===== src/rtl/execute_stage_mdu.sv =====
// EX stage: forwarding, ALU, branch target, EX/MEM register,
// plus an iterative RV32M multiply/divide unit that stalls the front end.
package execute_stage_mdu_pkg;
    typedef enum logic [3:0] {
        ALU_ADD  = 4'd0,
        ALU_SUB  = 4'd1,
        ALU_AND  = 4'd2,
        ALU_OR   = 4'd3,
        ALU_XOR  = 4'd4,
        ALU_SLL  = 4'd5,
        ALU_SRL  = 4'd6,
        ALU_SRA  = 4'd7,
        ALU_SLT  = 4'd8,
        ALU_SLTU = 4'd9,
        ALU_PASSB = 4'd10
    } alu_op_t;
endpackage

module mux3 #(
    parameter int W = 32
) (
    input  logic [W-1:0] i_d0,
    input  logic [W-1:0] i_d1,
    input  logic [W-1:0] i_d2,
    input  logic [1:0]   i_sel,
    output logic [W-1:0] o_y
);
    // Select 3 is unused by the hazard unit and falls back to d0
    always_comb begin
        case (i_sel)
            2'd1:    o_y = i_d1;
            2'd2:    o_y = i_d2;
            default: o_y = i_d0;
        endcase
    end
endmodule

module alu
    import execute_stage_mdu_pkg::*;
#(
    parameter int W = 32
) (
    input  logic [W-1:0] i_a,
    input  logic [W-1:0] i_b,
    input  logic [3:0]   i_op,
    output logic [W-1:0] o_y,
    output logic         o_zero
);
    localparam int SW = $clog2(W);

    // Integer operations of the base ISA
    always_comb begin
        o_y = '0;
        case (i_op)
            ALU_ADD:   o_y = i_a + i_b;
            ALU_SUB:   o_y = i_a - i_b;
            ALU_AND:   o_y = i_a & i_b;
            ALU_OR:    o_y = i_a | i_b;
            ALU_XOR:   o_y = i_a ^ i_b;
            ALU_SLL:   o_y = i_a << i_b[SW-1:0];
            ALU_SRL:   o_y = i_a >> i_b[SW-1:0];
            ALU_SRA:   o_y = $signed(i_a) >>> i_b[SW-1:0];
            ALU_SLT:   o_y = {{(W-1){1'b0}}, $signed(i_a) < $signed(i_b)};
            ALU_SLTU:  o_y = {{(W-1){1'b0}}, i_a < i_b};
            ALU_PASSB: o_y = i_b;
            default:   o_y = '0;
        endcase
    end

    assign o_zero = (o_y == '0);
endmodule

module execute_stage_mdu #(
    parameter int DATA_WIDTH = 32,
    parameter int ADDR_WIDTH = 10,
    parameter int MUL_CYCLES = 2
) (
    input  logic                  i_clk,
    input  logic                  i_rst_n,
    input  logic [DATA_WIDTH-1:0] i_rs1_data_e,
    input  logic [DATA_WIDTH-1:0] i_rs2_data_e,
    input  logic [DATA_WIDTH-1:0] i_immext_e,
    input  logic [ADDR_WIDTH-1:0] i_pc_e,
    input  logic [ADDR_WIDTH-1:0] i_pc4_e,
    input  logic [4:0]            i_rd_addr_e,
    input  logic [3:0]            i_aluctrl_e,
    input  logic                  i_alusrc_e,
    input  logic                  i_regwrite_e,
    input  logic                  i_memwrite_e,
    input  logic [1:0]            i_resultsrc_e,
    input  logic [2:0]            i_f3_e,
    input  logic                  i_mdu_e,
    input  logic                  i_flush_e,
    input  logic [DATA_WIDTH-1:0] i_forward_m,
    input  logic [DATA_WIDTH-1:0] i_forward_w,
    input  logic [1:0]            i_forward_a,
    input  logic [1:0]            i_forward_b,
    output logic [ADDR_WIDTH-1:0] o_pctarget_e,
    output logic                  o_zero_e,
    output logic                  o_stall_e,
    output logic [DATA_WIDTH-1:0] o_alu_result_m,
    output logic [DATA_WIDTH-1:0] o_write_data_m,
    output logic                  o_regwrite_m,
    output logic                  o_memwrite_m,
    output logic [1:0]            o_resultsrc_m,
    output logic [4:0]            o_rd_addr_m,
    output logic [ADDR_WIDTH-1:0] o_pc4_m,
    output logic [2:0]            o_f3_m
);
    localparam int W    = DATA_WIDTH;
    localparam int MAXC = (W > MUL_CYCLES) ? W : MUL_CYCLES;
    localparam int CW   = $clog2(MAXC + 1);
    localparam logic [CW-1:0] DIV_LAST = CW'(W - 1);
    localparam logic [CW-1:0] MUL_LAST = CW'(MUL_CYCLES - 1);
    localparam logic [W-1:0]  W_MIN    = {1'b1, {(W-1){1'b0}}};

    typedef enum logic [1:0] {S_IDLE, S_BUSY, S_DONE} state_t;

    state_t          r_state, w_next;
    logic [CW-1:0]   r_cnt;
    logic [W-1:0]    r_a, r_b, r_quot, r_rem, r_dvs, r_spec_res;
    logic [2:0]      r_f3;
    logic            r_special;
    logic [W-1:0]    r_alu_result_m, r_write_data_m;
    logic            r_regwrite_m, r_memwrite_m;
    logic [1:0]      r_resultsrc_m;
    logic [4:0]      r_rd_addr_m;
    logic [ADDR_WIDTH-1:0] r_pc4_m;
    logic [2:0]      r_f3_m;

    logic [W-1:0]    w_src_a, w_src_b, w_alu_b, w_alu_y;
    logic            w_stall, w_accept, w_sgn_in, w_div0, w_ovf, w_special;
    logic [W-1:0]    w_spec_res, w_abs_a, w_abs_b;
    logic [W:0]      w_shift, w_trial;
    logic            w_last, w_a_sgn, w_b_sgn, w_neg_q, w_neg_r;
    logic [2*W-1:0]  w_opa_ext, w_opb_ext, w_prod;
    logic [W-1:0]    w_mdu_res;

    mux3 #(.W(W)) u_fwd_a (
        .i_d0(i_rs1_data_e), .i_d1(i_forward_w), .i_d2(i_forward_m),
        .i_sel(i_forward_a), .o_y(w_src_a)
    );
    mux3 #(.W(W)) u_fwd_b (
        .i_d0(i_rs2_data_e), .i_d1(i_forward_w), .i_d2(i_forward_m),
        .i_sel(i_forward_b), .o_y(w_src_b)
    );

    assign w_alu_b = i_alusrc_e ? i_immext_e : w_src_b;

    alu #(.W(W)) u_alu (
        .i_a(w_src_a), .i_b(w_alu_b), .i_op(i_aluctrl_e),
        .o_y(w_alu_y), .o_zero(o_zero_e)
    );

    assign o_pctarget_e = i_pc_e + i_immext_e[ADDR_WIDTH-1:0];

    // Divide operand conditioning and special cases at accept time
    assign w_sgn_in  = ~i_f3_e[0];
    assign w_div0    = (w_src_b == '0);
    assign w_ovf     = w_sgn_in && (w_src_a == W_MIN) && (w_src_b == '1);
    assign w_special = i_f3_e[2] && (w_div0 || w_ovf);
    assign w_spec_res = w_div0 ? (i_f3_e[1] ? w_src_a : '1)
                               : (i_f3_e[1] ? '0 : w_src_a);
    assign w_abs_a = (w_sgn_in && w_src_a[W-1]) ? -w_src_a : w_src_a;
    assign w_abs_b = (w_sgn_in && w_src_b[W-1]) ? -w_src_b : w_src_b;
    assign w_accept = (r_state == S_IDLE) && i_mdu_e && !i_flush_e;
    assign w_last   = (r_cnt == (r_f3[2] ? DIV_LAST : MUL_LAST));

    // One restoring-division step on magnitudes
    assign w_shift = {r_rem, r_quot[W-1]};
    assign w_trial = w_shift - {1'b0, r_dvs};

    // FSM next state and stall; flush wins over any MDU activity
    always_comb begin
        w_next  = r_state;
        w_stall = 1'b0;
        unique case (r_state)
            S_IDLE: if (i_mdu_e) begin
                w_stall = 1'b1;
                w_next  = w_special ? S_DONE : S_BUSY;
            end
            S_BUSY: begin
                w_stall = 1'b1;
                if (w_last) w_next = S_DONE;
            end
            S_DONE:  w_next = S_IDLE;
            default: w_next = S_IDLE;
        endcase
        if (i_flush_e) begin
            w_next  = S_IDLE;
            w_stall = 1'b0;
        end
    end

    assign o_stall_e = w_stall;

    // FSM state register
    always_ff @(posedge i_clk) begin
        if (!i_rst_n) r_state <= S_IDLE;
        else          r_state <= w_next;
    end

    // Operand latch, iteration counter and divider datapath
    always_ff @(posedge i_clk) begin
        if (!i_rst_n) begin
            r_cnt <= '0;
        end else if (w_accept) begin
            r_a        <= w_src_a;
            r_b        <= w_src_b;
            r_f3       <= i_f3_e;
            r_cnt      <= '0;
            r_quot     <= w_abs_a;
            r_dvs      <= w_abs_b;
            r_rem      <= '0;
            r_special  <= w_special;
            r_spec_res <= w_spec_res;
        end else if (r_state == S_BUSY) begin
            r_cnt <= r_cnt + CW'(1);
            if (r_f3[2]) begin
                if (!w_trial[W]) begin
                    r_rem  <= w_trial[W-1:0];
                    r_quot <= {r_quot[W-2:0], 1'b1};
                end else begin
                    r_rem  <= w_shift[W-1:0];
                    r_quot <= {r_quot[W-2:0], 1'b0};
                end
            end
        end
    end

    // Product of sign/zero-extended latched operands
    assign w_a_sgn   = (r_f3[1:0] == 2'b01) || (r_f3[1:0] == 2'b10);
    assign w_b_sgn   = (r_f3[1:0] == 2'b01);
    assign w_opa_ext = {{W{r_a[W-1] & w_a_sgn}}, r_a};
    assign w_opb_ext = {{W{r_b[W-1] & w_b_sgn}}, r_b};
    assign w_prod    = w_opa_ext * w_opb_ext;
    assign w_neg_q   = ~r_f3[0] & (r_a[W-1] ^ r_b[W-1]);
    assign w_neg_r   = ~r_f3[0] & r_a[W-1];

    // MDU result selection with sign fix-up
    always_comb begin
        w_mdu_res = w_prod[W-1:0];
        case (r_f3)
            3'b000:                 w_mdu_res = w_prod[W-1:0];
            3'b001, 3'b010, 3'b011: w_mdu_res = w_prod[2*W-1:W];
            3'b100, 3'b101:         w_mdu_res = w_neg_q ? -r_quot : r_quot;
            default:                w_mdu_res = w_neg_r ? -r_rem : r_rem;
        endcase
        if (r_special) w_mdu_res = r_spec_res;
    end

    // EX/MEM register: bubble on reset/flush/stall, MDU result at DONE
    always_ff @(posedge i_clk) begin
        if (!i_rst_n || i_flush_e || w_stall) begin
            r_alu_result_m <= '0;
            r_write_data_m <= '0;
            r_regwrite_m   <= 1'b0;
            r_memwrite_m   <= 1'b0;
            r_resultsrc_m  <= 2'b00;
            r_rd_addr_m    <= 5'd0;
            r_pc4_m        <= '0;
            r_f3_m         <= 3'b010;
        end else begin
            r_regwrite_m  <= i_regwrite_e;
            r_memwrite_m  <= i_memwrite_e;
            r_resultsrc_m <= i_resultsrc_e;
            r_rd_addr_m   <= i_rd_addr_e;
            r_pc4_m       <= i_pc4_e;
            if (r_state == S_DONE) begin
                r_alu_result_m <= w_mdu_res;
                r_write_data_m <= r_b;
                r_f3_m         <= r_f3;
            end else begin
                r_alu_result_m <= w_alu_y;
                r_write_data_m <= w_src_b;
                r_f3_m         <= i_f3_e;
            end
        end
    end

    assign o_alu_result_m = r_alu_result_m;
    assign o_write_data_m = r_write_data_m;
    assign o_regwrite_m   = r_regwrite_m;
    assign o_memwrite_m   = r_memwrite_m;
    assign o_resultsrc_m  = r_resultsrc_m;
    assign o_rd_addr_m    = r_rd_addr_m;
    assign o_pc4_m        = r_pc4_m;
    assign o_f3_m         = r_f3_m;
endmodule


===== config.mk =====
export PLATFORM = sky130hd
export DESIGN_NAME = execute_stage_mdu
export DESIGN_NICKNAME = d
export VERILOG_FILES = /design/src/rtl/execute_stage_mdu.sv
export SDC_FILE = /design/constraint.sdc
export NUM_CORES = 2
export LEC_CHECK = 0
export CORE_MARGIN = 3
export CORE_UTILIZATION = 48
export DETAILED_ROUTE_END_ITERATION = 6
export PLACE_DENSITY = 0.71
export SKIP_LAST_GASP = 1
export SLEW_MARGIN = 20
export SYNTH_ARGS = -nofsm -noshare
export SYNTH_HDL_FRONTEND = slang
export SYNTH_SLANG_ARGS = --single-unit

===== constraint.sdc =====
create_clock -name i_clk -period 9.6 [get_ports i_clk]
set_input_delay 1.44 -clock i_clk [delete_from_list [all_inputs] [get_ports i_clk]]
set_output_delay 1.44 -clock i_clk [all_outputs]
set_load 0.05 [all_outputs]

# Word level (Yosys, flattened, before mapping)
# Index checks and enable logic that the tools add are counted.
[classes] addsub=9 multipliers=1 magnitude_cmp=2 eq_ne=28 shifts=3 muxes=31 n_bitwise=11 reduce_logical=27
[ops] operator="$mux W32" count=17
[ops] operator="$pmux W32 S11" count=1
[ops] operator="$neg A32 Y32" count=4
[ops] operator="$pmux W32 S2" count=2
[ops] operator="$pmux W32 S3" count=1
[ops] operator="$eq A32 B32 Y1 const B" count=2
[ops] operator="$logic_not A32 Y1" count=2
[ops] operator="$lt A32 B32 Y1" count=2
[ops] operator="$mul A33 B33 Y64" count=1
[ops] operator="$sub A33 B32 Y33" count=1
[ops] operator="$add A32 B32 Y32" count=1
[ops] operator="$and A32 B32 Y32" count=1
[ops] operator="$or A32 B32 Y32" count=1
[ops] operator="$shl A32 B5 Y32" count=1
[ops] operator="$shr A32 B5 Y32" count=1
[ops] operator="$sshr A32 B5 Y32" count=1
[ops] operator="$sub A32 B32 Y32" count=1
[ops] operator="$xor A32 B32 Y32" count=1
[ops] operator="$eq A4 B3 Y1 const B" count=4
[ops] operator="$eq A4 B4 Y1 const B" count=3
[ops] operator="$add A10 B10 Y10" count=1
[ops] operator="$eq A2 B1 Y1 const B" count=4
[ops] operator="$eq A2 B2 Y1 const B" count=4
[ops] operator="$eq A4 B2 Y1 const B" count=2
[ops] operator="27 further kinds" count=53
[word_totals] reg_bits=290

# Longest topological paths before layout
[depth] depth_word=10 ltp_mapped=36 depth_no_buf=33

# By module
# From an unflattened synthesis, not the netlist that was laid out.
[hier_totals] cells_unflattened=7768 area_unflattened_um2=66460.0
[by_module_without_submodules] mod="execute_stage_mdu" n_inst=1 cells_per_inst=6077 area_per_inst_um2=54696.2 seq_area_each_um2=7737.4
[by_module_without_submodules] mod="alu" n_inst=1 cells_per_inst=1465 area_per_inst_um2=10490.1 seq_area_each_um2=0.0
[by_module_without_submodules] mod="mux3" n_inst=2 cells_per_inst=113 area_per_inst_um2=636.9 seq_area_each_um2=0.0

# Worst setup path after synthesis
# OpenSTA, ideal clock, no wires.
[synth_timing] path_type="input -> register" start="input i_flush_e" end="register r_quot[0] (enable)" arrival_ns=8.482 required_ns=9.202 slack_ns=0.720 path_stages=3 path_cell_list="nand2b_1 -> nor2_1 -> a31o_2"
[synth_via] elab_chain_len=4 word_cells_on_any_way=5 cone_classes="5 x reduce/logical"
[synth_lines] element="start, declared" line="93" source="input logic i_flush_e,"
[synth_lines] element="$logic_not A1 Y1 (*)" line="166" source="assign w_accept = (r_state == S_IDLE) && i_mdu_e && !i_flush_e;"
[synth_lines] element="$logic_and A1 B1 Y1 (*)" line="166"
[synth_lines] element="$reduce_bool A2 Y1 (no line)"
[synth_lines] element="$reduce_and A3 Y1 (no line) (*)"
[synth_lines] element="end signal, assigned" line="212" source="r_quot <= w_abs_a;"
[synth_lines] element="end signal, assigned" line="222" source="r_quot <= {r_quot[W-2:0], 1'b1};"
[synth_lines] element="end signal, assigned" line="225" source="r_quot <= {r_quot[W-2:0], 1'b0};"
[synth_lines] element="end, declared" line="121" source="logic [W-1:0] r_a, r_b, r_quot, r_rem, r_dvs, r_spec_res;"
# Every way passes the cells marked *; elsewhere a longest branch is shown, timed or not.
# A chain may end at the register's enable or synchronous reset.

# Worst setup path after layout
[layout_timing] start="register r_a[5]" end="register r_alu_result_m[1], in the netlist o_alu_result_m[1]"
[layout_via] elab_chain_len=4
[layout_lines] element="start, declared" line="121"
[layout_lines] element="start signal, assigned" line="208" source="r_a <= w_src_a;"
[layout_lines] element="$mul A33 B33 Y64" line="236" source="assign w_prod = w_opa_ext * w_opb_ext;"
[layout_lines] element="$pmux W32 S3" line="243" source="case (r_f3)"
[layout_lines] element="$mux W32" line="249" source="if (r_special) w_mdu_res = r_spec_res;"
[layout_lines] element="$mux W32" line="269" source="if (r_state == S_DONE) begin"
[layout_lines] element="end signal, assigned" line="270" source="r_alu_result_m <= w_mdu_res;"
[layout_lines] element="end signal, assigned" line="274" source="r_alu_result_m <= w_alu_y;"
[layout_lines] element="end, declared" line="124" source="logic [W-1:0] r_alu_result_m, r_write_data_m;"
# No other way between the ends.

==> reports/qor.yml <==
ys_seq_elements: 289
cts_tree: "built"
syn_nets: 9153
syn_area_per_cell_um2: 8.59
core_region_area_um2: 132000
worstRegToRegCells: 30
critPathMaxStageDelay_ns: 1.08
cp-start-kind: "flip-flop"
fin_skew_ns: 0.0315
slew_headroom_pct: 19.6
drive_gt1_share_pct: 6.85
vias: 57100
final_nets: 9420
yosys_warnings: 0
async_flop_share_pct: 0
boundaryPins: 303
violations: "design-rule violations"
slew_viol_final: 0
grt_usage_pct: 38.1
setup_violations: 0
rsz0062_at_grt: "yes"
finalCritPeriodShare_pct: 97.2
worstMarginPinSlew_ns: 1.20
required_ns: 10.16
worst_ep_arrival_time_ns: 9.89
min_from: "r_cnt[5]$_SDFFE_PP0P_"
postSynthCellCount: 7454
instances_no_fill: 9513
grt_pass1_wl_um: 386000
clock_latency_ns: 0.64
antenna_found_initial: 19
root_buffer: "clkbuf_16"
dieWidth_um: 371
yosysUniqueCellTypes: 102
fp.dieH_um: 371
ys_seq_area_share_pct: 12.1
cp_slowest_cell: "edfxtp_1"
dieArea_um2: 138000
path_common_cell: "fa_1"
gp_congestion: 1.05
dp_hpwl_um: 214000
drv_cap: 0
min_period_ns: 9.33
end_kind: "flip-flop"
synth_common_cells: "1375 x inv_1, 1129 x fa_1, 1126 x nand2_1, 389 x clkbuf_1, 365 x ha_1"
wl_per_cell_um: 27.5
grt_max_degree: 133
hold_end: "r_cnt[5]$_SDFFE_PP0P_"
critPathKind: "flip-flop to flip-flop"
drc_errors: 3
max_freq_mhz: 107
finalHoldViolCount: 0
synth_ff_type: "edfxtp_1"
hold_path.class: "flip-flop to flip-flop"
fp-row-count: 133
via_per_inst: 6.00
ys_top_cells_by_area: "fa_1 35%, edfxtp_1 9.1%, inv_1 8.1%"
status: "complete, but fails checks"
netlist.top_cell.by_area: "fa_1"
htreeDepth: 2
drtPass1Iterations: 7
path_max_fanout: 16
clock_path_buffers: 3
r2r_slack_ns: 0.27
synth_top_area_share_pct: 35.3
ant_nets: 0
grt.overflow.total: 0
path_clk_slew_ns: 0.06
timing.rr.start: "r_a[5]$_DFFE_PP_"
syn_area_um2: 64000
r2r-end: "o_alu_result_m[1]$_SDFF_PP0_"
grt_pass1_vias: 58300
wirelength_um: 261000
cts.sinks: 289
synth_most_common_cell: "inv_1"
synth_edf_count: 195
initial_core_util_pct: 48.5
area_growth_pct: 12.6
hold_depth: 2
drt-initial-drc-count: 6337
io_buffers: 302
dp.cells: 9427
cts_made_buffers: 41
==> metal layers <==
| metal | share of wire (%) | vias up | track usage [%] |
|---|---|---|---|
| met3 | 10 | 587 | 8.39 |
| met4 | 5.8 | 12 | 18.1 |
| met2 | 45 | 3144 | 59.1 |
| met1 | 39 | 29000 | 50.6 |
| li1 | - | 24300 | - |
| met5 | 0.030 | - | 0 |
==> through the flow <==
step / area (um^2) / worst slack, ns / util [%] / TNS, ns / hold WS, ns
4_1_cts: 72000 / 0.347 / 54.6 / 0 / 0.501
2_1_floorplan: 64000 / 0.720 / - / 0 / 0.458
3_5_place_dp: 70600 / 0.382 / 53.5 / 0 / 0.492
5_1_grt: 72100 / -0.00612 / 54.7 / -0.00612 / 0.544
6_report: 72100 / 0.273 / 54.7 / 0 / 0.501
3_3_place_gp: 70600 / 0.324 / 53.5 / 0 / 0.469
==> cell usage in the layout, fill, tap and decap left out, types with 23 or more instances in the layout <==
master / count
o221ai_1: 44
a31oi_1: 35
clkdlybuf4s50_1: 301
nor4_1: 27
mux2i_1: 142
edfxtp_1: 195
a22oi_1: 88
xor2_1: 75
a21oi_1: 269
nand3_1: 61
a211oi_1: 49
o31ai_1: 36
and2_1: 287
buf_4: 334
nor3_1: 89
and3_1: 34
o21ai_1: 27
nor2b_1: 31
nand2b_1: 51
maj3_1: 32
nand2_1: 1125
o21ai_0: 229
o21bai_1: 23
o22ai_1: 68
a221oi_1: 43
nor2_1: 331
dfxtp_1: 94
inv_1: 1374
fa_1: 1128
a21o_1: 52
o21a_1: 66
buf_12: 29
xnor2_1: 151
or3_1: 28
nand4_1: 31
o211ai_1: 34
ha_1: 363
clkbuf_16: 42
==> area by class of cell <==
type / instances / area [um^2]
Antenna cell: 4 / 10.0
Sequential cell: 289 / 7740
Multi-Input combinational cell: 5337 / 49400
Clock buffer: 54 / 1130
Fill cell: 11900 / 59800
Inverter: 1384 / 5200
Tap cell: 1755 / 2200
Clock inverter: 22 / 268
Timing Repair Buffer: 668 / 6170
==> how the worst max path moves through the flow <==
stage | slack [ns] | to | cells past startpoint | startpoint
3_5_place_dp | 0.38 | o_alu_result_m[30]$_SDFF_PP0_ | 33 | r_f3[0]$_DFFE_PP_
4_1_cts | 0.35 | o_alu_result_m[30]$_SDFF_PP0_ | 33 | r_f3[0]$_DFFE_PP_
6_report | 0.27 | o_alu_result_m[1]$_SDFF_PP0_ | 30 | r_a[5]$_DFFE_PP_
2_1_floorplan | 0.72 | r_quot[0]$_DFFE_PP_ | 3 | i_flush_e
5_1_grt | -0.006 | o_alu_result_m[30]$_SDFF_PP0_ | 33 | r_f3[0]$_DFFE_PP_
3_3_place_gp | 0.32 | o_alu_result_m[13]$_SDFF_PP0_ | 26 | r_a[6]$_DFFE_PP_
==> state kept, by name, indices dropped and copies added, names as in the netlist <==
register / flops
o_f3_m: 3
r_f3: 3
o_rd_addr_m: 5
r_rem: 32
r_quot: 32
r_state: 2
r_cnt: 6
o_memwrite_m: 1
r_spec_res: 32
o_pc4_m: 10
r_a: 32
o_regwrite_m: 1
r_dvs: 31
r_special: 1
o_resultsrc_m: 2
o_alu_result_m: 32
o_write_data_m: 32
r_b: 32
==> timing repair <==
item / CTS / global route
resized for setup: 0 / 6
setup buffers: 0 / 5
setup endpoints to repair: 0 / 13
hold buffers: 0 / 0
==> logic make-up (layout without fill, tap and decap cells) <==
kind of cell	count (synthesis)	after routing	synth area share, %
multiplexers	166	166	2.64
AND/OR/NAND/NOR	2179	2179	15.4
XOR/XNOR	226	226	3.09
other	0	4	0
AO/OA/AOI/OAI	1240	1240	13.0
flip-flops	289	289	12.1
adder cells (fa/ha/maj)	1526	1526	42.9
buffers and inverters	1828	2128	10.9
==> critical path: cells and delay by family (launching register included) <==
family                   cells  cell delay, ns
XOR/XNOR                     1            0.36
AND/OR/NAND/NOR              4            0.54
adder cells (fa/ha/maj)      9            3.74
buffers and inverters        7            1.07
flip-flops                   1            1.08
AO/OA/AOI/OAI                9            2.46
Power is not shown: default switching activity piles up to over one toggle a cycle in this logic, so the estimate is an artifact.
